**src/rtl/otter_mmio_timer_if.sv**
```systemverilog
// IOBUS-side signal bundle for the OTTER MMIO timer.
// The CPU/wrapper side is the master, the timer peripheral is the slave.
`timescale 1ns/1ps
interface otter_mmio_timer_if;
    logic [31:0] IOBUS_ADDR;
    logic [31:0] IOBUS_OUT;
    logic        IOBUS_WR;
    logic [31:0] RD_DATA;
    logic        INTR;

    modport master (output IOBUS_ADDR, output IOBUS_OUT, output IOBUS_WR,
                    input  RD_DATA,    input  INTR);
    modport slave  (input  IOBUS_ADDR, input  IOBUS_OUT, input  IOBUS_WR,
                    output RD_DATA,    output INTR);
endinterface

```
**src/rtl/otter_mmio_timer.sv**
```systemverilog
// Memory-mapped prescaled 32-bit timer with compare match and level interrupt.
// Define OTTER_TIMER_PRESCALE_EN to build the prescaler; otherwise it ticks every enabled cycle.
`timescale 1ns/1ps
module otter_mmio_timer #(
    parameter logic [31:0] BASE_AD = 32'h1100_0060
) (
    input  logic              CLK,
    input  logic              RST,
    otter_mmio_timer_if.slave bus
);
    logic        r_en;
    logic        r_auto;
    logic        r_ie;
    logic        r_match;
    logic        r_intr;
    logic [31:0] r_cmp;
    logic [31:0] r_count;

    logic        w_sel_ctrl;
    logic        w_sel_status;
    logic        w_sel_prescale;
    logic        w_sel_cmp;
    logic        w_sel_count;
    logic        w_wr_ctrl;
    logic        w_wr_status;
    logic        w_wr_cmp;
    logic        w_wr_count;
    logic        w_tick;
    logic        w_hit;
    logic [31:0] w_prescale_rd;
    logic [31:0] w_rd_data;

    // Exact word-address match: misaligned or out-of-range offsets select nothing.
    assign w_sel_ctrl     = (bus.IOBUS_ADDR == (BASE_AD + 32'h0000_0000));
    assign w_sel_status   = (bus.IOBUS_ADDR == (BASE_AD + 32'h0000_0004));
    assign w_sel_prescale = (bus.IOBUS_ADDR == (BASE_AD + 32'h0000_0008));
    assign w_sel_cmp      = (bus.IOBUS_ADDR == (BASE_AD + 32'h0000_000C));
    assign w_sel_count    = (bus.IOBUS_ADDR == (BASE_AD + 32'h0000_0010));

    assign w_wr_ctrl   = bus.IOBUS_WR & w_sel_ctrl;
    assign w_wr_status = bus.IOBUS_WR & w_sel_status;
    assign w_wr_cmp    = bus.IOBUS_WR & w_sel_cmp;
    assign w_wr_count  = bus.IOBUS_WR & w_sel_count;

`ifdef OTTER_TIMER_PRESCALE_EN
    logic [15:0] r_prescale;
    logic [15:0] r_pre_cnt;
    logic        w_wr_prescale;

    assign w_wr_prescale = bus.IOBUS_WR & w_sel_prescale;
    assign w_tick        = r_en & (r_pre_cnt == r_prescale);
    assign w_prescale_rd = {16'h0000, r_prescale};

    // Prescaler divider; any write to COUNT or PRESCALE restarts the divide phase.
    always_ff @(posedge CLK or posedge RST) begin
        if (RST) begin
            r_prescale <= 16'h0000;
            r_pre_cnt  <= 16'h0000;
        end else begin
            if (w_wr_prescale) begin
                r_prescale <= bus.IOBUS_OUT[15:0];
            end
            if (w_wr_prescale | w_wr_count) begin
                r_pre_cnt <= 16'h0000;
            end else if (w_tick) begin
                r_pre_cnt <= 16'h0000;
            end else if (r_en) begin
                r_pre_cnt <= r_pre_cnt + 16'h0001;
            end
        end
    end
`else
    assign w_tick        = r_en;
    assign w_prescale_rd = 32'h0000_0000;
`endif

    assign w_hit = w_tick & (r_count == r_cmp);

    // Control, counter and status state; CPU writes to CTRL/COUNT override hardware updates.
    always_ff @(posedge CLK or posedge RST) begin
        if (RST) begin
            r_en    <= 1'b0;
            r_auto  <= 1'b0;
            r_ie    <= 1'b0;
            r_match <= 1'b0;
            r_intr  <= 1'b0;
            r_cmp   <= 32'h0000_0000;
            r_count <= 32'h0000_0000;
        end else begin
            if (w_wr_ctrl) begin
                r_en   <= bus.IOBUS_OUT[0];
                r_auto <= bus.IOBUS_OUT[1];
                r_ie   <= bus.IOBUS_OUT[2];
            end else if (w_hit & ~r_auto) begin
                r_en <= 1'b0;
            end

            if (w_wr_count) begin
                r_count <= bus.IOBUS_OUT;
            end else if (w_hit) begin
                r_count <= r_auto ? 32'h0000_0000 : r_count;
            end else if (w_tick) begin
                r_count <= r_count + 32'h0000_0001;
            end

            // A match on this edge beats a simultaneous write-one-to-clear.
            if (w_hit) begin
                r_match <= 1'b1;
            end else if (w_wr_status & bus.IOBUS_OUT[0]) begin
                r_match <= 1'b0;
            end

            if (w_wr_cmp) begin
                r_cmp <= bus.IOBUS_OUT;
            end

            r_intr <= r_match & r_ie;
        end
    end

    // Zero-latency read mux; unmapped addresses return 0.
    always_comb begin
        w_rd_data = 32'h0000_0000;
        if (w_sel_ctrl) begin
            w_rd_data = {29'h0000_0000, r_ie, r_auto, r_en};
        end else if (w_sel_status) begin
            w_rd_data = {31'h0000_0000, r_match};
        end else if (w_sel_prescale) begin
            w_rd_data = w_prescale_rd;
        end else if (w_sel_cmp) begin
            w_rd_data = r_cmp;
        end else if (w_sel_count) begin
            w_rd_data = r_count;
        end else begin
            w_rd_data = 32'h0000_0000;
        end
    end

    assign bus.RD_DATA = w_rd_data;
    assign bus.INTR    = r_intr;
endmodule

```
**src/flat_wrapper.sv**
```systemverilog
// flat-port wrapper written by rule: the top's interface ports become plain ports
module otter_mmio_timer_flat 
#(
    parameter logic [31:0] BASE_AD = 32'h1100_0060
)
  (CLK, RST, bus_IOBUS_ADDR, bus_IOBUS_OUT, bus_IOBUS_WR, bus_RD_DATA, bus_INTR);
  otter_mmio_timer_if bus_i ();
  input  logic CLK;
  input  logic RST;
  input wire logic [$bits(bus_i.IOBUS_ADDR)-1:0] bus_IOBUS_ADDR;
  input wire logic [$bits(bus_i.IOBUS_OUT)-1:0] bus_IOBUS_OUT;
  input wire logic [$bits(bus_i.IOBUS_WR)-1:0] bus_IOBUS_WR;
  output wire logic [$bits(bus_i.RD_DATA)-1:0] bus_RD_DATA;
  output wire logic [$bits(bus_i.INTR)-1:0] bus_INTR;
  assign bus_i.IOBUS_ADDR = bus_IOBUS_ADDR;
  assign bus_i.IOBUS_OUT = bus_IOBUS_OUT;
  assign bus_i.IOBUS_WR = bus_IOBUS_WR;
  assign bus_RD_DATA = bus_i.RD_DATA;
  assign bus_INTR = bus_i.INTR;
  otter_mmio_timer #(.BASE_AD(BASE_AD)) u_core (.CLK(CLK), .RST(RST), .bus(bus_i));
endmodule
```
**config.mk**
```make
export PLATFORM = sky130hd
export DESIGN_NAME = otter_mmio_timer_flat
export DESIGN_NICKNAME = d
export VERILOG_FILES = /design/src/rtl/otter_mmio_timer_if.sv /design/src/rtl/otter_mmio_timer.sv /design/src/flat_wrapper.sv
export SDC_FILE = /design/constraint.sdc
export NUM_CORES = 1
export LEC_CHECK = 0
export CAP_MARGIN = 20
export CORE_AREA = 2 2 108 84
export CTS_CLUSTER_SIZE = 28
export DETAILED_ROUTE_END_ITERATION = 16
export DIE_AREA = 0 0 110 86
export PLACE_DENSITY = 0.85
export SLEW_MARGIN = 20
export SYNTH_ARGS = -nofsm -noshare
export SYNTH_HDL_FRONTEND = slang
export SYNTH_SLANG_ARGS = --single-unit
```
**constraint.sdc**
```tcl
create_clock -name CLK -period 8 [get_ports CLK]
set_clock_uncertainty 0.2 [all_clocks]
set_input_delay 1.6 -clock CLK [delete_from_list [all_inputs] [get_ports CLK]]
set_output_delay 1.6 -clock CLK [all_outputs]
set_load 0.02 [all_outputs]
```
; ---- After elaboration in Yosys (flattened, before gate mapping)
; Index checks and enable logic that the tools add are counted.
[totals]
input_bits = 67
rom_bits = 0
out_inout_bits = 33
n_memories = 0
ram_bits = 0
ff_bits = 69
latchBits = 0
wordCells = 41
[op_classes]
n_div = 0
n_addsub = 1
multipliers = 0
n_mux = 13
shift = 0
n_bitwise = 9
n_eq_ne = 7
n_reduce_logical = 4
magnitude_cmp = 0
[op_table]
columns = operator, n
row1 = 32-bit two-way mux, 9
row2 = "32-bit by 29-bit == test with 1-bit output, second input constant", 5
row3 = "32-bit by 1-bit adder with 32-bit output, second input constant", 1
row4 = 32-bit == test, 1
row5 = 1-bit AND, 8
row6 = 1-bit two-way mux, 4
row7 = 2-bit nonzero test, 2
row8 = "3-bit by 1-bit != test with 1-bit output, second input constant", 1
row9 = 3-bit nonzero test, 1
row10 = 2-bit AND reduction, 1
row11 = 1-bit NOT, 1

; ---- Longest topological paths before layout
[depth]
depth_word = 6
ltp_mapped = 10
depth_no_buf = 7

; ---- Least setup slack after synthesis
; Ideal clock, no wire load.
[synth_path]
path_kind = input port to output port
from = input bus_IOBUS_ADDR[31]
to = output bus_RD_DATA[2]
t_required_ns = 6.200
n_path_buf = 1
t_arrival_ns = 3.441
path_stages = 7
setup_slack_ns = 2.759
cell_sequence = nor4b_1 > nand4_1 > or2_2 > nor4_2 > clkbuf_1 > a221oi_1 > nor2_1
[synth_between]
elab_chain_cells = 6
word_cells_on_any_way = 10
[synth_lines]
columns = item, line
row1 = start: declaration, flat_wrapper.sv:10  ; input wire logic [$bits(bus_i.IOBUS_ADDR)-1:0] bus_IOBUS_ADDR;
row2 = 32-bit by 29-bit == test with 1-bit output, otter_mmio_timer.sv:38  ; assign w_sel_count = (bus.IOBUS_ADDR == (BASE_AD + 32'h0000_0010));
row3 = 32-bit two-way mux, otter_mmio_timer.sv:132  ; end else if (w_sel_count) begin
row4 = 32-bit two-way mux, otter_mmio_timer.sv:130  ; end else if (w_sel_cmp) begin
row5 = 32-bit two-way mux, otter_mmio_timer.sv:128  ; end else if (w_sel_prescale) begin
row6 = 32-bit two-way mux, otter_mmio_timer.sv:126  ; end else if (w_sel_status) begin
row7 = 32-bit two-way mux (*), otter_mmio_timer.sv:124  ; if (w_sel_ctrl) begin
row8 = end: declaration, flat_wrapper.sv:13  ; output wire logic [$bits(bus_i.RD_DATA)-1:0] bus_RD_DATA;
; Every way passes the cells marked *; elsewhere a longest branch is shown, timed or not.

; ---- Final worst setup path
[layout_path]
from = input bus_IOBUS_ADDR[21]
to = output bus_RD_DATA[1]
; The elaborated chain is that of the path after synthesis.

==> results.env <==
OUTCOME='complete, no violations'
DRT-INITIAL-DRC-COUNT=434
DELAY_OF_THE_SLOWEST_CELL_ON_THE_WORST_PATH_NS=0.63
PLACEMENTROWS=29
SEQUENTIAL_CELL_AREA_FRACTION_IN_THE_YOSYS_REPORT=0.378
POWER.LEAKAGE_nW=2.23
RSZ0062_AT_GRT='no'
ASYNCSETRESETFLOPFRACSYNTH=1.00
FINAL_COMMON_CELL='sky130_fd_sc_hd__clkdlybuf4s50_1'
MET3_LENGTH_UM=1380
NUMBER_OF_VIAS_PER_CELL=6.64
ANTENNA_VIOLATING_NETS_POST_ROUTE=0
CTS_BUFFER_DEPTH=2
POWER_SHARE_OF_THE_CLOCK_GROUP=0.417
TIMING.CRITICAL_PATH.TO_TYPE='output port'
YOSYSWARNINGCOUNT=0
SYNTH_CELLS=483
COMB_POWER_SHARE=0.074
CRIT_PATH_TOP_DELAY_CELL='sky130_fd_sc_hd__clkdlybuf4s50_1'
POWERDENSITY_nW_PER_UM2=118
FINAL_WORST_PATH_CYCLE_SHARE=0.780
LAYOUT.CELLS.NON_FILLER=675
GLOBALPLACE.CONGESTION=0.967
DRC=0
WORSTPATHARRIVAL_NS=4.44
MET1_LENGTH_UM=6140
LARGEST_FANOUT_ON_THE_CRITICAL_PATH=32
GRT_MAX_DEGREE=70
PLACEMENT.CELL_AREA_UM2=5590
REPORT.FINAL.SLEW_VIOL_COUNT=0
FIRST_GLOBAL_VIAS=4386
WL_PER_CELL_UM=21.0
WORST_MARGIN_PIN_SLEW_NS=1.04
POST-ROUTE-WORST-SETUP-SLACK_NS=1.76
P_SW_FRAC=0.233
FILLER_CELL_COUNT=677
FINALHOLDVIOLATIONS=0
DIE_WIDTH_UM=110
FIRSTDRTPASSITERS=5
CRIT_TOP_CELL='sky130_fd_sc_hd__clkdlybuf4s50_1'
DP.CELLS=659
WORST_PATH_CELL_CHAIN='clkdlybuf4s50_1, nor4_1, nand4_1, or2_2, nor4_4, buf_4, a221oi_1, a21oi_1, clkdlybuf4s50_1'
CLOCK_TREE_FROM_TRITONCTS='done'
SYNTH_NETS=551
PERIOD_MINUS_SLACK_NS=6.24
POST_SYNTH.CELL_AREA_AVG_UM2=9.44
FLOORPLAN.IO_PINS=100
WORST_SETUP_HOLD_PATH_CLK_SLEW_NS=0.07
HPWL_UM=10100
NUMNETS_FINAL=630
IR_DROP_uV=91.9
ROUTED_WIRELENGTH_UM=14200
FINAL_INSTANCE_AREA_UM2=5790
START_UTIL=0.549
SETUP_VIOLATIONS=0
INITIAL_ANTENNA_VIOLATION_COUNT=0
TNS_NS=0
FMAX_MHz=160
MAX_CAP_VIOL_COUNT=0
LAYOUT-DRIVE-GT1-SHARE=0.118
TOTAL_POWER_mW=0.684
SYNTH.LIB_CELLS_USED.DISTINCT=58
MET2_WIRELENGTH_UM=6490
COMMONEST_CELLS_AFTER_ROUTING_FILL_AND_TAPS_ASIDE='sky130_fd_sc_hd__clkdlybuf4s50_1 (99), sky130_fd_sc_hd__dfrtp_1 (69), sky130_fd_sc_hd__nand2_1 (35), sky130_fd_sc_hd__mux2_2 (35), sky130_fd_sc_hd__a22o_1 (29)'
POSTCTSRESIZEDCELLS=0
MAXUSEDROUTINGLAYER='met4'
CP.REQUIRED_NS=6.20
N_ANTENNA_CELL=0
COREAREA_UM2=8310
CTS.ROOT.BUFFER_CELL='sky130_fd_sc_hd__clkbuf_8'
DIE_Y_UM=86
GRT.TOTAL_USAGE=0.313
SYN-CELL-AREA_UM2=4560
SLEW_HEADROOM=0.306
GRT_PASS1_WL_UM=22600
CTS.HOLD.BUFFERS_ADDED=0
CTSHTREEMAXLEVEL=3
TOTAL_SWITCHING_POWER_mW=0.159
PATH_CLASS='in -> out'
PWR-SHARE-SEQ=0.509
MIN-DELAY-PATH-CLASS='reg -> reg'
CLOCK_INSERTION_DELAY_WORST_SKEW_NS=0.35
ROUTE.VIAS.TOTAL=4483
SYNTH-MAIN-FF-CELL='sky130_fd_sc_hd__dfrtp_1'
CTS_SETUP_BUFFERS=0
TRITONCTS.NUM_BUFFERS=9
CRITICAL_PATH.STARTPOINT_TYPE='input pin'
POST-PLACE-WS_NS=1.78
GLOBALROUTE.TOTALOVERFLOW=0
CLOCK_SINK_COUNT=69
PORT_BUFFERS=99
SYNTH_EDF_COUNT=0
DIE_OUTLINE_AREA_UM2=9460
SYNTHTOLAYOUTAREAGROWTH_PCT=27.0
INTPOWER_mW=0.525
POSTSYNTHREGISTERBITS=69
[synthesized netlist by cell type (all sizes together) (2+ instances only)]
| cell | number | area (um^2) |
|---|---|---|
| a211oi | 2 | 15.0 |
| a21oi | 4 | 20.0 |
| a221o | 3 | 30.0 |
| a221oi | 4 | 35.0 |
| a22o | 29 | 254 |
| a31oi | 16 | 100 |
| and2 | 8 | 50.1 |
| and3 | 8 | 50.1 |
| and3b | 2 | 17.5 |
| and4 | 3 | 26.3 |
| buf | 11 | 66.3 |
| clkbuf | 27 | 101 |
| dfrtp | 69 | 1730 |
| inv | 8 | 30.0 |
| mux2 | 35 | 394 |
| mux2i | 2 | 20.0 |
| nand2 | 35 | 131 |
| nand2b | 5 | 31.3 |
| nand3 | 20 | 100 |
| nand4 | 22 | 138 |
| nand4b | 3 | 26.3 |
| nor2 | 27 | 101 |
| nor2b | 2 | 12.5 |
| nor3 | 8 | 40.0 |
| nor3b | 3 | 22.5 |
| nor4 | 13 | 93.8 |
| nor4b | 5 | 43.8 |
| nor4bb | 2 | 20.0 |
| o211a | 2 | 20.0 |
| o211ai | 15 | 113 |
| o21ai | 7 | 35.0 |
| o22a | 3 | 26.3 |
| o311ai | 6 | 52.6 |
| o31a | 3 | 26.3 |
| o31ai | 4 | 30.0 |
| o41ai | 3 | 33.8 |
| or2 | 3 | 18.8 |
| or3 | 6 | 37.5 |
| or4 | 11 | 82.6 |
| or4b | 3 | 30.0 |
| xnor2 | 28 | 245 |
| xor2 | 5 | 43.8 |
[path summary, 6_finish.rpt]
check                           depth (start not counted)  slack [ns]                      startpoint                       endpoint
worst max register to register                          7        4.58  u_core.r_count[24]$_DFFE_PP0P_  u_core.r_count[1]$_DFFE_PP0P_
min in group asynchronous                               3        1.61                             RST      u_core.r_auto$_DFFE_PP0P_
worst min register to register                          1        0.36    u_core.r_cmp[21]$_DFFE_PP0P_   u_core.r_cmp[21]$_DFFE_PP0P_
max in group asynchronous                               3        5.37                             RST   u_core.r_cmp[24]$_DFFE_PP0P_
worst max-delay path                                    9        1.76              bus_IOBUS_ADDR[21]                 bus_RD_DATA[1]
worst min-delay path                                    1        0.36    u_core.r_cmp[21]$_DFFE_PP0P_   u_core.r_cmp[21]$_DFFE_PP0P_
[area by class of cell]
class | count | area (um^2) | share of cell area
Clock buffer | 11 | 131 | 0.0227
Clock inverter | 5 | 60.1 | 0.0104
Inverter | 8 | 30.0 | 0.00518
Multi-Input combinational cell | 368 | 2670 | 0.460
Sequential cell | 69 | 1730 | 0.298
Tap cell | 108 | 135 | 0.0233
Timing Repair Buffer | 106 | 1040 | 0.180
[through the flow]
step	utilization	hold slack (ns)
3_3_place_gp	0.673	0.302
2_1_floorplan	-	0.266
5_1_grt	0.697	0.378
6_report	0.697	0.359
3_5_place_dp	0.673	0.343
4_1_cts	0.696	0.359
[flip-flops by register name, summed over array words and instances (netlist names)]
name             count
u_core.r_cmp        32
u_core.r_count      32
u_core.bus.INTR      1
u_core.r_auto        1
u_core.r_en          1
u_core.r_ie          1
u_core.r_match       1
[critical path: cells and delay by family]
kind / cells / cell delay, ns
AOI/OAI and AO/OA: 2 / 0.31
buffers and inverters: 3 / 1.43
and+or+nand+nor: 4 / 1.10
[kinds of logic after synthesis]
family,Yosys count,share of synthesized area
compound gates,107,0.184
xor+xnor,33,0.0634
fa+ha+maj,1,0.00274
buf+inv,46,0.0433
flops,69,0.378
mux,37,0.0908
simple gates,190,0.237
[metal layers]
metal / track usage / up-vias
li1: - / 2026
met1: 0.452 / 2212
met2: 0.484 / 229
met3: 0.0600 / 16
met4: 0.0759 / 0
met5: 0 / -
[power groups by stage]
| stage | logic, mW | clock network [mW] | registers [mW] |
|---|---|---|---|
| finish | 0.0507 | 0.285 | 0.348 |
| global route | 0.0545 | 0.304 | 0.348 |
| CTS | 0.0509 | 0.286 | 0.348 |
| detailed placement | 0.0507 | 0 | 0.355 |
| global placement | 0.0496 | 0 | 0.355 |
| floorplan | 0.00948 | 0 | 0.355 |
(Power assumes the default switching activity.)
==> edit, RTL diff (config.mk and constraints unchanged) <==
The option `OTTER_TIMER_PRESCALE_EN` is turned on by a define.
--- a/src/rtl/otter_mmio_timer.sv
+++ b/src/rtl/otter_mmio_timer.sv
@@ -3,2 +3,4 @@
 `timescale 1ns/1ps
+`define OTTER_TIMER_PRESCALE_EN
+
 module otter_mmio_timer #(
Function: changed (a bounded check fails within 4 cycles, from zero or initial values and one cycle with RST high).
==> edit against the unedited design <==
- register-to-register slack better by 0.14 ns
- global-route usage is 13 points higher
- synthesized area is 39% higher
- worst setup slack worse by 0.50 ns
- combinational power is 15% higher
- sequential cell count is 32 higher
- total power is 32% higher
- critical path depth is 1 lower
- worst hold slack worse by 0.0090 ns
- synthesized cell count is 39% higher
- core utilization is 21 points higher
- wire length is 46% higher
- final area is 31% higher
- clock power is 18% higher
- largest cell class unchanged
==> edit: results (changes against the unedited design) <==
run_status:
  outcome: "completed"  # unchanged
synth:
  synth_common_cells: "dfrtp_1 (101), nand2_1 (62), xor2_1 (60), mux2_2 (52), clkbuf_1 (38)"  # was dfrtp_1 (69), mux2_2 (35), nand2_1 (35), a22o_1 (29), xnor2_1 (28)
  synth_compound_area_share_pct: 15.54  # was 18.43%
  yosysSeqAreaShare_pct: 39.90  # was 37.85%
  yosysUniqueCellTypes: 61  # was 58
  yosys.area_share.adder_pct: 0.3950  # was 0.2743%
  syn_nets: 740  # was 551
  synth.area.top_cells: "dfrtp_1 (40%), mux2_2 (9.2%), xor2_1 (8.3%)"  # was dfrtp_1 (38%), mux2_2 (8.6%), a22o_1 (5.6%)
  synth-xor-area-share_pct: 8.572  # was 6.336%
hold_path:
  holdCritStartpoint: "u_core.r_match"  # was u_core.r_cmp[21]
  hold_end: "u_core.bus.INTR"  # was u_core.r_cmp[21]
global_routing:
  track_usage_pct: 44.53  # was 31.27%
  grt_util_met3_pct: 14.82  # was 6.003%
  use_met1_pct: 60.05  # was 45.22%
  grt_max_degree: 55  # was 70
worst_setup_path:
  max_stage_delay_ns: 0.68  # was 0.63 ns
  startpoint: "bus_IOBUS_ADDR[5]"  # was bus_IOBUS_ADDR[21]
  path_max_fanout: 15  # was 32
  crit_family: "simple AND/OR/NAND/NOR gates"  # was buffers and inverters
  cp.arrival_ns: 4.94  # was 4.44 ns
  slowest_stage: "and3_1"  # was clkdlybuf4s50_1
pwr:
  p_leak_nw: 3.358  # was 2.234 nW
  vdd_drop_max_v: 0.0001093  # was 0.00009189 V
finish:
  nets: 814  # was 630
sta:
  slew-limit-headroom_pct: 30.00  # was 30.58%
  max_freq_mhz: 148.5  # was 160.3 MHz
clocking:
  clk_pin_slew_ns: 0.09  # was 0.07 ns
drt:
  drt-met1-wl_mm: 7.276  # was 6.141 mm
place:
  placed_area_um2: 7371  # was 5592 um^2
  place_ws_ns: 1.423  # was 1.779 ns
-- edit: stage by stage --
step           hold WS (ns)  total power [mW]  instances
2_1_floorplan        0.2725            0.5334        671
3_5_place_dp         0.3146            0.5770        842
3_3_place_gp         0.3121            0.5755        842
6_report             0.3501            0.9055        858
5_1_grt              0.3691            0.9261        858
4_1_cts              0.3360            0.9018        858
-- edit: cell type report --
| type | instances | area [um^2] |
|---|---|---|
| timing repair buffer | 111 | 1081 |
| sequential | 101 | 2527 |
| tap | 108 | 135.1 |
| fill | 352 | 740.7 |
| inverter | 27 | 103.9 |
| multi-input combinational | 495 | 3523 |
| clock inverter | 6 | 70.07 |
| clock buffer | 10 | 127.6 |
-- edit: power by group through the flow --
stage | Clock [mW] | Combinational (mW) | Sequential [mW]
after floorplan | 0 | 0.0131 | 0.520
after global placement | 0 | 0.0553 | 0.520
after detailed placement | 0 | 0.0568 | 0.520
after CTS | 0.334 | 0.0577 | 0.510
after global routing | 0.354 | 0.0623 | 0.510
final | 0.337 | 0.0583 | 0.510
